[config.mk]
export PLATFORM = sky130hd
export DESIGN_NAME = sprite_rom_arbiter
export DESIGN_NICKNAME = d
export VERILOG_FILES = /design/src/rtl/sprite_rom_arbiter.sv
export SDC_FILE = /design/constraint.sdc
export NUM_CORES = 1
export LEC_CHECK = 0
export BUFFER_PORTS_ARGS = -buffer_cell sky130_fd_sc_hd__buf_2
export CAP_MARGIN = 30
export CORE_MARGIN = 2
export CORE_UTILIZATION = 37
export CTS_CLUSTER_DIAMETER = 120
export DETAILED_ROUTE_END_ITERATION = 8
export PLACE_DENSITY = 0.93
export SYNTH_ARGS = -nofsm -noshare
export SYNTH_HDL_FRONTEND = slang
export SYNTH_HIERARCHICAL = 1
export SYNTH_SLANG_ARGS = --single-unit
[constraint.sdc]
create_clock -name clk -period 2.8 [get_ports clk]
set_input_delay 0 -clock clk [delete_from_list [all_inputs] [get_ports clk]]
set_output_delay 0 -clock clk [all_outputs]
set_load 0.02 [all_outputs]
[src/rtl/sprite_rom_arbiter.sv]
// Shared sprite ROM arbiter: three requesters, one read per cycle, data returned one cycle after grant.
// Define SPRITE_ARB_FIXED_PRI_EN for fixed priority (0 > 1 > 2) in place of round-robin.

module sprite_rom_lane #(
  parameter int AW     = 17,
  parameter int STAGES = 1
) (
  input  logic          clk,
  input  logic          rst,
  input  logic          gnt,
  input  logic [AW-1:0] addr,
  output logic [AW-1:0] addr_sel,
  output logic          rvalid
);
  logic [STAGES:0] vld_pipe;

  assign vld_pipe[0] = gnt;
  assign addr_sel    = gnt ? addr : '0;

  always_ff @(posedge clk) begin
    if (rst) vld_pipe[STAGES:1] <= '0;
    else     vld_pipe[STAGES:1] <= vld_pipe[STAGES-1:0];
  end

  // A read granted just before reset must never surface while reset is held.
  assign rvalid = vld_pipe[STAGES] & ~rst;
endmodule

module sprite_rom_arbiter (
  input  logic        clk,
  input  logic        rst,
  input  logic [2:0]  req,
  input  logic [16:0] addr0,
  input  logic [16:0] addr1,
  input  logic [16:0] addr2,
  input  logic        frame_start,
  output logic [2:0]  gnt,
  output logic        rom_en,
  output logic [16:0] rom_addr,
  input  logic [11:0] rom_data,
  output logic [11:0] rdata,
  output logic [2:0]  rvalid
);
  localparam int NUM_LANES = 3;
  localparam int AW        = 17;
  localparam int IW        = $clog2(NUM_LANES);

  typedef struct packed {
    logic [NUM_LANES-1:0] gnt;
    logic [IW-1:0]        idx;
    logic                 vld;
  } arb_t;

  arb_t                           arb;
  logic [NUM_LANES-1:0][AW-1:0]   addr_vec;
  logic [NUM_LANES-1:0][AW-1:0]   addr_sel;

  assign addr_vec = {addr2, addr1, addr0};

`ifdef SPRITE_ARB_FIXED_PRI_EN
  logic unused_frame_start;
  assign unused_frame_start = frame_start;

  always_comb begin
    arb = '0;
    for (int k = 0; k < NUM_LANES; k++) begin
      if (!arb.vld && req[k] && !rst) begin
        arb.gnt[k] = 1'b1;
        arb.idx    = IW'(k);
        arb.vld    = 1'b1;
      end
    end
  end
`else
  logic [IW-1:0] ptr;
  logic [IW-1:0] start;
  logic [IW:0]   sum;
  logic [IW-1:0] idx;

  // Search begins one past the last winner, wrapping modulo NUM_LANES.
  assign start = (ptr == IW'(NUM_LANES - 1)) ? '0 : ptr + 1'b1;

  always_comb begin
    arb = '0;
    sum = '0;
    idx = '0;
    for (int k = 0; k < NUM_LANES; k++) begin
      sum = {1'b0, start} + (IW+1)'(k);
      idx = (sum >= (IW+1)'(NUM_LANES)) ? IW'(sum - (IW+1)'(NUM_LANES)) : sum[IW-1:0];
      if (!arb.vld && req[idx] && !rst) begin
        arb.gnt[idx] = 1'b1;
        arb.idx      = idx;
        arb.vld      = 1'b1;
      end
    end
  end

  // frame_start wins over the grant so each frame restarts its search at requester 0.
  always_ff @(posedge clk) begin
    if (rst)              ptr <= IW'(NUM_LANES - 1);
    else if (frame_start) ptr <= IW'(NUM_LANES - 1);
    else if (arb.vld)     ptr <= arb.idx;
  end
`endif

  for (genvar i = 0; i < NUM_LANES; i++) begin : g_lane
    sprite_rom_lane #(.AW(AW), .STAGES(1)) u_lane (
      .clk      (clk),
      .rst      (rst),
      .gnt      (arb.gnt[i]),
      .addr     (addr_vec[i]),
      .addr_sel (addr_sel[i]),
      .rvalid   (rvalid[i])
    );
  end

  // Grant is one-hot, so OR-reducing the masked lane addresses is a mux.
  always_comb begin
    rom_addr = '0;
    for (int i = 0; i < NUM_LANES; i++) rom_addr = rom_addr | addr_sel[i];
  end

  assign gnt    = arb.gnt;
  assign rom_en = arb.vld;
  assign rdata  = (rvalid != '0) ? rom_data : 12'h000;
endmodule

[After elaboration in Yosys (flattened, before gate mapping)]
Cells that the tools add are included.
Storage, ports and cells
  flip-flop bits (word level): 5
  input port bits: 69
  output and inout port bits: 36
Operators by class
  add/subtract/negate cells: 6
  $lt $le $gt $ge: 9
  eq/ne operators: 1
  mux-type cells: 23
  bitwise gates (word level): 8
  reduce and logical (&&, ||, !) cells: 13
Operator list (number)
  $mux W17: 3
  $or A17 B17 Y17: 2
  $mux W6: 3
  $mux W12: 1
  $lt A2 B3 Y1 const B: 3
  $logic_and A1 B1 Y1: 8
  $mux W2: 4
  $bmux W1 S2: 3
  $demux W1 S2: 3
  $ge A2 B1 Y1 const B: 3
  $ge A3 B2 Y1 const B: 2
  $mux W1: 6
  $or A3 B3 Y3: 2
  $sub A2 B2 Y2 const B: 3
  $add A2 B1 Y3 const B: 1
  $add A2 B2 Y3 const B: 1
  $and A1 B1 Y1: 3
  $logic_not A1 Y1: 3
  $reduce_bool A3 Y1: 1
  $add A2 B1 Y2 const B: 1
  $eq A2 B2 Y1 const B: 1
  $ge A2 B2 Y1 const B: 1
  $reduce_or A2 Y1: 1
  $not A1 Y1: 1

[Logic depth before layout (Yosys ltp)]
  word-level depth: 20
  gate-level depth with buffers: 11
  depth with buffers taken out: 8

[Modules after synthesis]
The synthesis kept the hierarchy.
Modules (own cells, without submodules)
  sprite_rom_arbiter: times used 1, cells an instance 88, area each 651.9 um2, sequential area each 40.0 um2
  sprite_rom_lane: times used 3, cells an instance 21, area each 150.1 um2, sequential area each 20.0 um2

[Worst setup path after synthesis]
No wires, ideal clock.
  path kind: register -> output
  start: register ptr[1]
  end: output port rom_addr[10]
  data arrival time: 2.620 ns
  data required time: 2.800 ns
  setup slack: 0.180 ns
  cell stages (with the launch flop): 12
  cells stage by stage: dfxtp_1 or2_1 buf_2 ha_1 buf_6 mux2i_4 a211oi_1 or4_1 a21oi_1 buf_6 and2_1 or3_1
RTL lines
  from (decl): line 75  | logic [IW-1:0] ptr;
  from (signal assigned): line 100  | if (rst) ptr <= IW'(NUM_LANES - 1);
  from (signal assigned): line 101  | else if (frame_start) ptr <= IW'(NUM_LANES - 1);
  from (signal assigned): line 102  | else if (arb.vld) ptr <= arb.idx;
  to (decl): line 39  | output logic [16:0] rom_addr,

==> flow_summary.json <==
{
  "setup_viol": 0,
  "vias": 1411,
  "viasPerCell": 4.90,
  "finalNonFillerCells": 288,
  "synth_flop_cell": "dfxtp_1",
  "initial_core_util_pct": 39.3,
  "worst_r2r_endpoint": "g_lane[0].u_lane/vld_pipe[1]",
  "dp.cells": 282,
  "total_power_uw": 506,
  "fin_worst_skew_ns": 0.00380,
  "rrSetupSlack_ns": 0.54,
  "track_usage_pct": 19.1,
  "synth_top_family_by_area": "simple AND/OR/NAND/NOR gates",
  "syn_nets": 221,
  "cpMaxStageDelayCell": "or4_1",
  "cpPeakStageDelay_ns": 0.44,
  "peakVddDrop_mv": 0.422,
  "synthAdderAreaFrac_pct": 1.14,
  "pwr-share-comb_pct": 68.0,
  "final_antenna_net_count": 0,
  "whs_ns": 0.123,
  "grt_max_degree": 20,
  "ys_ff_latch": 5,
  "yosysWarnings": 6,
  "drt_iter0_markers": 93,
  "grt_pass1_wl_um": 5160,
  "min_path_cells": 2,
  "root_buffer": "clkbuf_4",
  "clkPwrFrac_pct": 16.6,
  "first_pass_iters": 6,
  "cts-buffers-inserted": 3,
  "critPathBufInv": 2,
  "antenna_cells": 0,
  "fin_util_pct": 60.8,
  "dpl.hpwl_um": 3000,
  "synth_simple_gate_area_share_pct": 58.2,
  "wl_um": 3630,
  "power_leakage_nw": 0.959,
  "hold_viol": 0,
  "syn_inst": 151,
  "p_per_area_mw_per_mm2": 297,
  "synth.area.mux_share_pct": 5.33,
  "die_h_um": 58.6,
  "core_area_sq_mm": 0.00281,
  "fin_tns_setup_ns": 0,
  "drc_errors": 10,
  "drv_slew": 0,
  "rows": 19,
  "clock_sinks": 5,
  "switchingPower_uw": 216,
  "crit_chain": "or2_4 > ha_4 > mux2i_4 > a211oi_1 > or4_1 > a21oi_2 > buf_4 > and2_1 > or3_1 > buf_2",
  "synth.distinct_cells": 43,
  "ys_async_sr_fraction_pct": 0,
  "min_period_ns": 2.70,
  "crit_path_end_kind": "primary output",
  "arrival_ns": 2.70,
  "io_buffers": 104,
  "dieArea_sq_mm": 0.00343,
  "worstPathMaxFanout": 10,
  "p_sw_share_pct": 42.8,
  "timing.rr.start": "ptr[0]",
  "min_to": "g_lane[1].u_lane/vld_pipe[1]",
  "path_class": "flip-flop to primary output",
  "clk_pin_slew_ns": 0.05,
  "place.gp.congestion": 0.957,
  "reg2reg_depth": 8,
  "synth.avg_cell_area_sq_um": 7.30,
  "worst_slew_pin_slew_ns": 0.320,
  "hold_path_class": "input port to flip-flop",
  "fin_nets": 328,
  "maxSlewHeadroom_pct": 78.7,
  "wl_per_cell_um": 12.6,
  "antenna_found_initial": 0,
  "cts_max_level": 1,
  "seq_area_frac_synth_pct": 9.08,
  "overflow": 0,
  "p_int_uw": 290,
  "hold_start": "rst",
  "status": "finished, violations left",
  "grt_pass1_vias": 1176,
  "synth_compound_area_share_pct": 15.7,
  "die_x_um": 58.6,
  "clock_path_buffers": 2,
  "syn_area_sq_mm": 0.00110,
  "drv_cap": 0,
  "clock_latency_ns": 0.24,
  "drive_gt1_share_pct": 49.8,
  "cts_tree": "done",
  "finalCritPeriodShare_pct": 96.5,
  "synth-edff-count": 0,
  "syn2layout_area_growth_pct": 54.8,
  "synth-xor-area-share_pct": 0,
  "io_pins": 105,
  "fmax_mhz": 370,
  "failed_checks": "design-rule violations",
  "seqPwrFrac_pct": 15.4,
  "startpoint_type": "flip-flop",
  "cp.required_ns": 2.80,
  "cp_top_family": "simple AND/OR/NAND/NOR gates"
}
## cells in the mapped netlist, types with 2 or more instances
| cell | n | share of area, % |
|---|---|---|
| inv_1 | 4 | 1.4 |
| buf_6 | 5 | 5.1 |
| a21oi_1 | 5 | 2.3 |
| and2_1 | 52 | 30 |
| buf_4 | 3 | 2.0 |
| nor2b_1 | 19 | 11 |
| dfxtp_1 | 5 | 9.1 |
| nand2b_1 | 3 | 1.7 |
| o21ai_0 | 3 | 1.4 |
| nand3_1 | 2 | 0.91 |
| buf_2 | 2 | 0.91 |
| or3_1 | 17 | 9.6 |
## power by group through the flow
stage | sequential, mW | clock [mW] | combinational (mW)
floorplan | 0.0785 | 0 | 0.219
global placement | 0.0784 | 0 | 0.333
detailed placement | 0.0788 | 0 | 0.339
CTS | 0.0776 | 0.0857 | 0.344
global route | 0.0781 | 0.0948 | 0.372
finish | 0.0779 | 0.0839 | 0.344
## placed cells by master (no fill, tap or decap), types with 2 or more instances in the layout
cell	instances
a21oi_1	4
and2_1	52
buf_2	104
buf_4	8
clkbuf_4	3
dfxtp_1	5
inv_1	4
nand2b_1	3
nand3_1	2
nor2b_1	19
o21ai_0	3
o32ai_2	2
or3_1	17
## timing repair
item,4_1_cts,5_1_grt
cloned,0,0
buffers inserted,0,1
hold buffers,1,0
hold endpoints to repair,1,0
gates resized for setup,2,2
pin swaps,0,1
setup endpoints to repair,17,17
## per-layer routing
layer	part of all wire [%]	global-route usage (%)
met2	52	36.0
met1	38	21.8
met5	0	0
met3	9.1	4.84
met4	0.85	3.57
## worst max-delay path by stage
stage / start / endpoint / slack [ns] / depth (start not counted)
2_1_floorplan: ptr[1] / rom_addr[10] / 0.18 / 11
6_report: ptr[0] / rom_addr[16] / 0.1 / 10
3_5_place_dp: ptr[0] / rom_addr[2] / 0.09 / 10
5_1_grt: ptr[0] / rom_addr[16] / -0.02 / 10
4_1_cts: ptr[0] / rom_addr[2] / 0.003 / 10
3_3_place_gp: ptr[0] / rom_addr[2] / 0.15 / 10
## cell type report
class | instances | area, sq um
clock buffer | 4 | 26.3
fill | 233 | 1100
inverter | 5 | 18.8
multi-input combinational | 129 | 912
sequential | 5 | 100
tap | 31 | 38.8
timing repair buffer | 114 | 611
## sequential cells by signal, summed over array words and instances, names as in the netlist
register                cells
ptr                         2
g_lane.u_lane/vld_pipe      3
## through the flow
stage / cell area [sq um] / worst slack [ns]
floorplan: 1100 / 0.180
global placement: 1640 / 0.147
detailed placement: 1640 / 0.0882
CTS: 1690 / 0.00262
global route: 1710 / -0.0182
finish: 1710 / 0.0970
## kinds of logic after synthesis
kind of cell / after synthesis
fa+ha+maj: 1
buf+inv: 17
mux: 4
flops: 5
compound gates: 21
simple gates: 103
(Power assumes the default switching activity.)
